==> config.mk <==
export PLATFORM = sky130hd
export DESIGN_NAME = mac_accum_flat
export DESIGN_NICKNAME = d
export VERILOG_FILES = /design/src/rtl/mac_pkg.sv /design/src/rtl/mac_accum_if.sv /design/src/rtl/sat_round_q15.sv /design/src/rtl/mac_accum.sv /design/src/flat_wrapper.sv
export SDC_FILE = /design/constraint.sdc
export NUM_CORES = 1
export LEC_CHECK = 0
export CAP_MARGIN = 20
export CORE_ASPECT_RATIO = 0.5
export CORE_MARGIN = 1.5
export CORE_UTILIZATION = 49
export DETAILED_ROUTE_END_ITERATION = 6
export GPL_TIMING_DRIVEN = 1
export PLACE_DENSITY = 0.68
export SLEW_MARGIN = 20
export SYNTH_ARGS = -nofsm -noshare
export SYNTH_HDL_FRONTEND = slang
export SYNTH_SLANG_ARGS = --single-unit
==> constraint.sdc <==
create_clock -name clk -period 9.5 [get_ports clk]
set_input_delay 1.9 -clock clk [delete_from_list [all_inputs] [get_ports clk]]
set_output_delay 1.9 -clock clk [all_outputs]
set_load 0.1 [all_outputs]
==> src/rtl/mac_pkg.sv <==
// Shared types and constants for the MAC accumulate stage and later requantisation stages.
package mac_pkg;

  localparam int unsigned PROD_W = 32;
  localparam int unsigned Q15_W  = 16;

  localparam int Q15_MAX = 32767;
  localparam int Q15_MIN = -32768;

  typedef enum logic [1:0] {
    PREC_Q1_6  = 2'd0,
    PREC_Q1_14 = 2'd1,
    PREC_Q1_30 = 2'd2,
    PREC_RSVD  = 2'd3
  } prec_e;

  typedef enum logic {
    S_IDLE = 1'b0,
    S_ACC  = 1'b1
  } state_e;

endpackage

==> src/rtl/mac_accum_if.sv <==
// Product-beat input stream and vector-result output stream of the MAC accumulate stage.
interface mac_accum_if #(
  parameter int unsigned CNT_W = 10
) ();
  import mac_pkg::*;

  logic [PROD_W-1:0] prod_in;
  prec_e             prec_mode;
  logic              prod_valid;
  logic              prod_last;
  logic              prod_ready;

  logic [Q15_W-1:0]  sum_out;
  logic [CNT_W-1:0]  sum_count;
  logic              sum_ovf;
  logic              sum_valid;
  logic              sum_ready;

  modport master (
    output prod_in, prec_mode, prod_valid, prod_last, sum_ready,
    input  prod_ready, sum_out, sum_count, sum_ovf, sum_valid
  );

  modport slave (
    input  prod_in, prec_mode, prod_valid, prod_last, sum_ready,
    output prod_ready, sum_out, sum_count, sum_ovf, sum_valid
  );

endinterface

==> src/rtl/sat_round_q15.sv <==
// Round-half-up a signed Q*.30 value to Q0.15 and saturate to the 16-bit range.
module sat_round_q15
  import mac_pkg::*;
#(
  parameter int unsigned ACC_W = 40
) (
  input  logic signed [ACC_W-1:0] acc_i,
  output logic        [Q15_W-1:0] q_o,
  output logic                    sat_o
);

  localparam int unsigned EXT_W = ACC_W + 1;
  localparam logic signed [EXT_W-1:0] HALF = EXT_W'(16384);
  localparam logic signed [EXT_W-1:0] HI   = EXT_W'(Q15_MAX);
  localparam logic signed [EXT_W-1:0] LO   = EXT_W'(Q15_MIN);

  logic signed [EXT_W-1:0] biased;
  logic signed [EXT_W-1:0] shifted;

  // One extra bit keeps the rounding bias from wrapping a saturated accumulator.
  always_comb begin
    biased  = EXT_W'(acc_i) + HALF;
    shifted = biased >>> 15;
    sat_o   = 1'b0;
    q_o     = shifted[Q15_W-1:0];
    if (shifted > HI) begin
      q_o   = Q15_W'(Q15_MAX);
      sat_o = 1'b1;
    end else if (shifted < LO) begin
      q_o   = Q15_W'(Q15_MIN);
      sat_o = 1'b1;
    end
  end

endmodule

==> src/rtl/mac_accum.sv <==
// Per-vector accumulation of aligned signed products, then round/saturate to Q0.15 into a
// one-entry result register with backpressure.
module mac_accum
  import mac_pkg::*;
#(
  parameter int unsigned ACC_W = 40,
  parameter int unsigned CNT_W = 10
) (
  input  logic        clk,
  input  logic        rst,
  mac_accum_if.slave  bus
);

  localparam int unsigned EXT_W = ACC_W + 1;
  localparam logic signed [ACC_W-1:0] ACC_MAX = {1'b0, {(ACC_W-1){1'b1}}};
  localparam logic signed [ACC_W-1:0] ACC_MIN = {1'b1, {(ACC_W-1){1'b0}}};

  state_e                  state_q;
  prec_e                   mode_q;
  logic signed [ACC_W-1:0] acc_q, acc_d;
  logic [CNT_W-1:0]        cnt_q, cnt_d;
  logic                    ovf_q, ovf_d;

  logic [Q15_W-1:0]        sum_out_q;
  logic [CNT_W-1:0]        sum_count_q;
  logic                    sum_ovf_q;
  logic                    sum_valid_q;

  prec_e                   eff_mode;
  logic signed [ACC_W-1:0] aligned;
  logic signed [EXT_W-1:0] sum_w;
  logic                    add_ovf;
  logic signed [ACC_W-1:0] acc_sat;
  logic                    accept;
  logic [Q15_W-1:0]        res_q15;
  logic                    res_sat;

  assign bus.prod_ready = !(sum_valid_q && !bus.sum_ready);
  assign accept         = bus.prod_valid && bus.prod_ready;

  // Mode is taken live on a vector's first beat, from the latched copy afterwards.
  assign eff_mode = (state_q == S_IDLE) ? bus.prec_mode : mode_q;

  always_comb begin
    case (eff_mode)
      PREC_Q1_6:  aligned = ACC_W'($signed(bus.prod_in[7:0])) <<< 24;
      PREC_Q1_14: aligned = ACC_W'($signed(bus.prod_in[15:0])) <<< 16;
      default:    aligned = ACC_W'($signed(bus.prod_in));
    endcase
  end

  // Saturating add: overflow shows as disagreement between the guard bit and the MSB.
  always_comb begin
    sum_w   = EXT_W'(acc_q) + EXT_W'(aligned);
    add_ovf = (sum_w[ACC_W] != sum_w[ACC_W-1]);
    acc_sat = sum_w[ACC_W-1:0];
    if (add_ovf) begin
      acc_sat = sum_w[ACC_W] ? ACC_MIN : ACC_MAX;
    end
  end

  always_comb begin
    acc_d = acc_sat;
    cnt_d = (&cnt_q) ? cnt_q : cnt_q + CNT_W'(1);
    ovf_d = ovf_q | add_ovf;
    if (state_q == S_IDLE) begin
      acc_d = aligned;
      cnt_d = CNT_W'(1);
      ovf_d = (bus.prec_mode == PREC_RSVD);
    end
  end

  sat_round_q15 #(.ACC_W(ACC_W)) u_sat_round (
    .acc_i (acc_d),
    .q_o   (res_q15),
    .sat_o (res_sat)
  );

  always_ff @(posedge clk or posedge rst) begin
    if (rst) begin
      state_q     <= S_IDLE;
      mode_q      <= PREC_Q1_30;
      acc_q       <= '0;
      cnt_q       <= '0;
      ovf_q       <= 1'b0;
      sum_out_q   <= '0;
      sum_count_q <= '0;
      sum_ovf_q   <= 1'b0;
      sum_valid_q <= 1'b0;
    end else begin
      if (sum_valid_q && bus.sum_ready) begin
        sum_valid_q <= 1'b0;
      end
      if (accept) begin
        if (bus.prod_last) begin
          // A new result overrides the drop from a same-cycle handshake.
          state_q     <= S_IDLE;
          acc_q       <= '0;
          cnt_q       <= '0;
          ovf_q       <= 1'b0;
          sum_out_q   <= res_q15;
          sum_count_q <= cnt_d;
          sum_ovf_q   <= ovf_d | res_sat;
          sum_valid_q <= 1'b1;
        end else begin
          state_q <= S_ACC;
          acc_q   <= acc_d;
          cnt_q   <= cnt_d;
          ovf_q   <= ovf_d;
          if (state_q == S_IDLE) begin
            mode_q <= eff_mode;
          end
        end
      end
    end
  end

  assign bus.sum_out   = sum_out_q;
  assign bus.sum_count = sum_count_q;
  assign bus.sum_ovf   = sum_ovf_q;
  assign bus.sum_valid = sum_valid_q;

endmodule

==> src/flat_wrapper.sv <==
// flat-port wrapper written by rule: the top's interface ports become plain ports
module mac_accum_flat import mac_pkg::*;
#(
  parameter int unsigned ACC_W = 40,
  parameter int unsigned CNT_W = 10
)
  (clk, rst, bus_prod_in, bus_prec_mode, bus_prod_valid, bus_prod_last, bus_sum_ready, bus_prod_ready, bus_sum_out, bus_sum_count, bus_sum_ovf, bus_sum_valid);
  mac_accum_if #(.CNT_W(CNT_W)) bus_i ();
  input  logic clk;
  input  logic rst;
  input wire logic [$bits(bus_i.prod_in)-1:0] bus_prod_in;
  input wire logic [$bits(bus_i.prec_mode)-1:0] bus_prec_mode;
  input wire logic [$bits(bus_i.prod_valid)-1:0] bus_prod_valid;
  input wire logic [$bits(bus_i.prod_last)-1:0] bus_prod_last;
  input wire logic [$bits(bus_i.sum_ready)-1:0] bus_sum_ready;
  output wire logic [$bits(bus_i.prod_ready)-1:0] bus_prod_ready;
  output wire logic [$bits(bus_i.sum_out)-1:0] bus_sum_out;
  output wire logic [$bits(bus_i.sum_count)-1:0] bus_sum_count;
  output wire logic [$bits(bus_i.sum_ovf)-1:0] bus_sum_ovf;
  output wire logic [$bits(bus_i.sum_valid)-1:0] bus_sum_valid;
  assign bus_i.prod_in = bus_prod_in;
  assign bus_i.prec_mode = bus_prec_mode;
  assign bus_i.prod_valid = bus_prod_valid;
  assign bus_i.prod_last = bus_prod_last;
  assign bus_i.sum_ready = bus_sum_ready;
  assign bus_prod_ready = bus_i.prod_ready;
  assign bus_sum_out = bus_i.sum_out;
  assign bus_sum_count = bus_i.sum_count;
  assign bus_sum_ovf = bus_i.sum_ovf;
  assign bus_sum_valid = bus_i.sum_valid;
  mac_accum #(.ACC_W(ACC_W), .CNT_W(CNT_W)) u_core (.clk(clk), .rst(rst), .bus(bus_i));
endmodule
==> results by group <==
Floorplanning
  – Row count: 33
  – Die W: 188 um
  – DIE AREA: 0.0179 mm2
  – Ports: 68
  – Area of the core: 0.0166 mm2
  – DIE HEIGHT: 95.5 um
  – Initial core utilization: 50.6%

Hold path
  – Worst hold path type: reg -> reg

Route
  – Detailed-route DRC error count: 0
  – Post-Route WL: 30200 um
  – Initial drt markers: 970
  – DRT Pass-1 Iters: 5
  – Antenna Violating Nets Remaining: 0
  – Vias per cell: 6.57
  – Wire length per cell: 21.6 um
  – Via count: 9188

Synth
  – Top cells by area, synth: dfrtp_1, a21oi_1, o21ai_0, nand2_1, ha_1
  – Number of synthesis warnings: 0
  – Avg Inst Size Synth: 7.44 um2
  – Post-synthesis sequential area ratio: 24.5%
  – Most frequent cells after synthesis: nand2_1, a21oi_1, o21ai_0
  – Flops & latches, synth: 82
  – Top FF cell, synth: dfrtp_1
  – Share of Yosys cell area claimed by the top area cell type: 24.2%
  – Synth Instances: 1126
  – Mapped cell area: 0.00838 mm2
  – Synth async-reset ratio: 100%
  – EDFF count, synth: 0
  – Cell taking the most area after synthesis: dfrtp_1
  – Most common cell in the netlist: nand2_1
  – Cell variety after synth: 86
  – Post-synth net total: 1202

Clocking
  – Worst-Skew Late Latency: 0.35 ns
  – TritonCTS Buffers: 9
  – Clock transition at path regs: 0.07 ns
  – CTS tree: done
  – Clk buf depth: 2
  – Root buffer cell: clkbuf_16
  – TritonCTS Sinks: 82
  – H-tree depth: 3

Layout
  – Synthesis-to-finish area growth: 14.9%
  – Finished Layout Cells: 1398
  – Share of layout cells above drive strength 1: 6.58%
  – Diode count: 0
  – Storage cell area: 0.00205 mm2
  – Filler instances: 1558
  – Multi-input gate area: 0.00591 mm2
  – Nets: 1242

STA
  – Fin Hold WS: 0.481 ns
  – Hold Vio Cnt, Final: 0
  – Minimum clock period: 8.83 ns
  – Final cycle utilization of the critical path: 93.0%
  – Slew at the pin closest to its max-slew limit: 0.997 ns
  – RSZ-0062 raised after global routing: false
  – Setup Viol. Count Final: 0
  – Worst slew margin: 33.5%
  – Highest clock rate: 113 MHz
  – Clk_skew: 0.0121 ns
  – Worst setup margin: 0.666 ns
  – Count of pins over their slew limit: 0
  – Sum Neg Setup Slack: 0 ns

Setup path
  – Reg2Reg Setup Slack: 1.88 ns
  – Crit Path Category: in -> reg
  – Crit-path max FO: 37
  – Crit end category: register
  – Critical path required time: 9.76 ns
  – Crit-path cells: clkdlybuf4s50_1 -> mux2_4 -> nor2_1 -> a22oi_1 -> inv_1 -> ha_1 -> and4_1 -> nand4_1 -> a31oi_1 -> a32oi_1 -> or3b_1 -> o21ai_4 -> a31oi_2 -> a22oi_1 -> ha_1 -> o221ai_1 -> or3_1 -> or3_1 -> xnor2_1 -> or4_1 -> nor4_2 -> buf_4 -> o21ai_0 -> a21oi_1
  – Worst Path Arrival: 9.09 ns
  – Crit-path slowest cell: or3b_1
  – Crit path largest cell delay: 0.56 ns
  – Worst setup SP type: primary input

Run status
  – Status: finished clean

GRT
  – Total GRT Usage: 34.0%
  – Initial antenna violation count: 0
  – Gr ovfl total: 0
  – First-pass GRT wire length: 47300 um
  – Largest net degree at the start of global routing: 71
  – Vias in the first global route: 8329

Power
  – Total power: 3.21 mW
  – Combinational Power Share: 71.2%
  – Switching Share: 55.9%
  – Int Power: 1.42 mW
  – Sequential power share: 17.3%
  – Maximum vdd drop: 0.000157 V
  – Clock Power Share: 11.4%
  – NetSw: 1.79 mW
  – Power Dens Cells: 333 mW/mm2
  – Leakage: 3.99 nW

Placement
  – Pre-CTS setup slack: 0.286 ns
  – Port buffer count: 67
  – Cells after DPL: 1381
  – Final HPWL DP: 23700 um
  – Placer Congestion: 0.973

Flow run
  – Max-cap check violation count: 0
## final cells by class
type                    count  share of cell area [%]
well taps                 227                    2.95
inverters                  36                    1.42
multi-input cells         936                    61.4
repair buffers            101                    9.75
flip-flops and latches     82                    21.3
clock buffers              10                    2.48
clock inverters             6                   0.676
## per-layer routing
metal / vias to the layer above / share of wire, % / track usage (%)
met3: 31 / 9.9 / 5.52
met1: 4411 / 47 / 51.1
met2: 482 / 42 / 51.1
li1: 4264 / - / -
met5: - / 0 / 0
met4: 0 / 1.1 / 6.13
## critical path: cells and delay by family
family          cells  cell delay, ns
xor+xnor            1            0.18
fa+ha+maj           2            0.61
mux                 1            0.46
simple gates        8            3.29
buf+inv             3            0.86
compound gates      9            1.76
## logic make-up after synthesis
family | after synthesis | synth area share, %
adders and majority gates | 41 | 6.09
AOI/OAI and AO/OA | 430 | 34.1
buffers and inverters | 108 | 5.06
muxes | 16 | 2.06
DFF | 82 | 24.5
xor gates and xnor gates | 51 | 5.33
and+or+nand+nor | 398 | 22.8
## through the flow
| step | instance area [um2] | util, % |
|---|---|---|
| 2_1_floorplan | 8380 | - |
| 3_3_place_gp | 9290 | 56.1 |
| 3_5_place_dp | 9300 | 56.2 |
| 4_1_cts | 9610 | 58.0 |
| 5_1_grt | 9630 | 58.1 |
| 6_report | 9630 | 58.1 |
## repair_timing
action,in CTS,in global routing
resized for setup,0,1
buffers inserted,0,1
hold buffers,0,0
setup endpoints to repair,0,16
## registers in the layout, summed over array words and instances (netlist names)
signal,cells
u_core.acc_q,40
u_core.bus.sum_count,10
u_core.bus.sum_out,16
u_core.bus.sum_ovf,1
u_core.bus.sum_valid,1
u_core.cnt_q,10
u_core.mode_q,2
u_core.ovf_q,1
u_core.state_q,1
## placed cells by master, fill, tap and decap left out, drive strengths merged, types with 20 or more instances in the layout
cell type	n
buf	34
inv	36
nand3	25
o21ai	116
a21oi	109
clkdlybuf4s50	67
a21o	22
ha	36
a31oi	21
dfrtp	81
nand2	133
xnor2	31
and2	25
xor2	20
nor2	106
o211ai	21
## worst paths after layout
path / from / endpoint / cells past startpoint
max: bus_prec_mode[1] / u_core.bus.sum_out[0] / 24
min: u_core.bus.sum_count[7] / u_core.bus.sum_count[7] / 1
max in group asynchronous: rst / u_core.acc_q[24] / 3
min reg2reg: u_core.bus.sum_count[7] / u_core.bus.sum_count[7] / 1
max reg2reg: u_core.state_q / u_core.bus.sum_out[0] / 24
min in group asynchronous: rst / u_core.bus.sum_count[1] / 2
## power by group through the flow
stage	sequential, mW	combinational (mW)	clock [mW]
3_5_place_dp	0.558	2.22	0
2_1_floorplan	0.779	1.38	0
5_1_grt	0.566	2.47	0.385
6_report	0.556	2.29	0.367
3_3_place_gp	0.557	2.20	0
4_1_cts	0.553	2.23	0.373
No activity file was read; power rests on OpenSTA's default activity.
==> RTL edit: new RTL, same settings <==
Change the package constant `Q15_W` from 16 to 24.
--- a/src/rtl/mac_pkg.sv
+++ b/src/rtl/mac_pkg.sv
@@ -3,5 +3,5 @@
 
   localparam int unsigned PROD_W = 32;
-  localparam int unsigned Q15_W  = 16;
+  localparam int unsigned Q15_W  = 24;
 
   localparam int Q15_MAX = 32767;
Ports: changed (resized bus_sum_out); port bits go from 68 to 76. The function was not compared with the original's and may differ.
==> RTL edit against the unedited design <==
Sequential share of layout area rose by 1.6 points; area after synthesis increased by 2.8%; total power up 13%; wire length is 2.0% higher; core utilization decreased by 1.1 points; sequential cell count increased by 8; clock power rose by 6.3%; cell area increased by 2.3%; setup slack got worse by 52 ps; first-iteration DRC count is 11% higher; count of clock-buffer cells in the layout decreased by 1; critical endpoint is now u_core.bus.sum_out[7]$_DFFE_PP0P_; cell count fell by 0.86%.
==> RTL edit: results (changes against the unedited design) <==
Detailed routing
  • Wirelength per Cell: 22.2 µm (+2.8%)
  • Vias/cell: 6.58 (about the same)
  • Top Layer Used: met4
  • Met3 wire length: 2750 µm (-7.9%)
  • Drt first pass iters: 7 (+2)
  • Met2 wire len: 12900 µm (+1.8%)
  • DRT met1 WL: 14400 µm (+1.3%)
  • DRT iter0 DRCs: 1078 (+11%)

Power
  • Total power: 3.61 mW (+13%)
  • Psw: 2.03 mW (+13%)
  • Sequential Power Share: 17.3% (about the same)
  • Pleak: 4.13 nW (+3.5%)
  • Maximum VDD drop: 273 µV (+73%)
  • Comb pwr share: 71.9% (+0.7 points)

Clock tree
  • Clock Path Buffers: 2 (unchanged)
  • Clk_lat worst skew: 360 ps
  • Setup bufs post-CTS: 0 (unchanged)
  • Htree depth: 3 (unchanged)

Placement
  • Port bufs: 75 (+12%)
  • Global placer's final weighted congestion: 0.991 (+1.8%)
  • Placed wire-length estimate: 23500 µm (-0.46%)
  • Dpl ws: 418 ps (+133 ps)

Worst setup path
  • Critical Path End: u_core.bus.sum_out[7]$_DFFE_PP0P_
  • Worst reg2reg setup slack: 2060 ps (+180 ps)
  • Crit path from: bus_prec_mode[1]
  • Crit Path Max Fanout: 51 (+38%)
  • R2R cell count: 16 (-33%)
  • CP top delay family: compound AO/OA/AOI/OAI gates
  • CP max stage delay: 780 ps (+220 ps)
  • Slowest stage cell, crit path: o21ai_0
  • Crit path DAT: 9130 ps (+40 ps)

STA
  • Slew Viols, Final: 0 (unchanged)
  • Fin crit share: 93.5% (+0.55 points)
  • Tightest Pin Transition: 1120 ps (+121 ps)
  • Clk_skew: 11.8 ps (-0.246 ps)
  • Worst hold slack: 479 ps (-1.74 ps)

Global routing
  • Largest net degree at the start of global routing: 55 (-23%)
  • Overall routing resource usage: 33.1% (-0.83 points)
  • First-pass GRT wire length: 47200 µm (-0.26%)
  • Vias in the first global route: 8351 (+0.26%)

Synthesis
  • Count of unique library cells instantiated by Yosys: 91 (+5.8%)
  • Synth cell count leaders: 131 x nand2_1, 98 x o21ai_0, 89 x dfrtp_1
  • Top post-synthesis cells by area: dfrtp_1 26%, nand2_1 5.7%, o21ai_0 5.7%
  • Synth Flop Type: dfrtp_1
  • Sequential fraction of the synthesis area: 26.2% (+1.7 points)

Min path
  • Hold Path Depth: 1 (unchanged)
  • Min-delay src: u_core.bus.sum_out[19]$_DFFE_PP0P_
  • Hold path endpoint: u_core.bus.sum_out[19]$_DFFE_PP0P_

Cells and area
  • Most flop-heavy register: u_core.acc_q
  • Share of layout cells above drive strength 1: 6.94% (+0.37 points)
  • Nets: 1223 (-1.5%)

Status
  • Status: complete, no violations
[RTL edit: cell types whose count changed after synthesis, sizes merged, moves of 7 or more]
cell	unedited run	this run
a21oi	109	85
a221o	4	14
a22o	19	10
dfrtp	81	89
inv	36	29
nand4	15	22
nor2	106	87
o21ai	116	103
o221a	0	8
or2	5	14
[RTL edit: final cells by class]
class | instances | area, µm²
clock inverter | 7 | 81.3
multi-input combinational | 917 | 5950
sequential | 90 | 2250
timing repair buffer | 99 | 931
inverter | 30 | 114
clock buffer | 9 | 225
tap | 234 | 293
fill | 1621 | 7420
[RTL edit: metrics by stage]
step | cell area (µm²) | std cells
3_3_place_gp | 9540 | 1370
2_1_floorplan | 8620 | 1108
4_1_cts | 9850 | 1386
5_1_grt | 9850 | 1386
6_report | 9850 | 1386
3_5_place_dp | 9540 | 1370
[RTL edit: cell families after synthesis]
logic type | count (synthesis) | share of synthesized area [%]
XOR/XNOR | 49 | 4.98
multiplexers | 21 | 2.64
AO/OA/AOI/OAI | 405 | 32.3
AND/OR/NAND/NOR | 403 | 23.4
buffers and inverters | 101 | 4.81
flip-flops | 90 | 26.2
adder cells (fa/ha/maj) | 39 | 5.71
[RTL edit: routing by layer]
layer  track usage [%]  vias to the layer above
li1                  -                     4213
met1              48.8                     4389
met2              48.5                      451
met3              7.15                       63
met4              9.27                        0
met5                 0                        -
[RTL edit: worst register-to-register path: stages, from the launching register on]
cell and delay [ps]:
dfrtp_1 520, mux2_4 530, o21ai_0 800, ha_1 470, nand4_1 250, or4_1 500
a2111o_1 410, nand3_1 330, mux2_2 520, a32o_1 300, a211oi_2 390, nand3_1 280
or4_1 540, a221o_1 350, o41ai_4 630, nand2_2 190, o221a_1 300
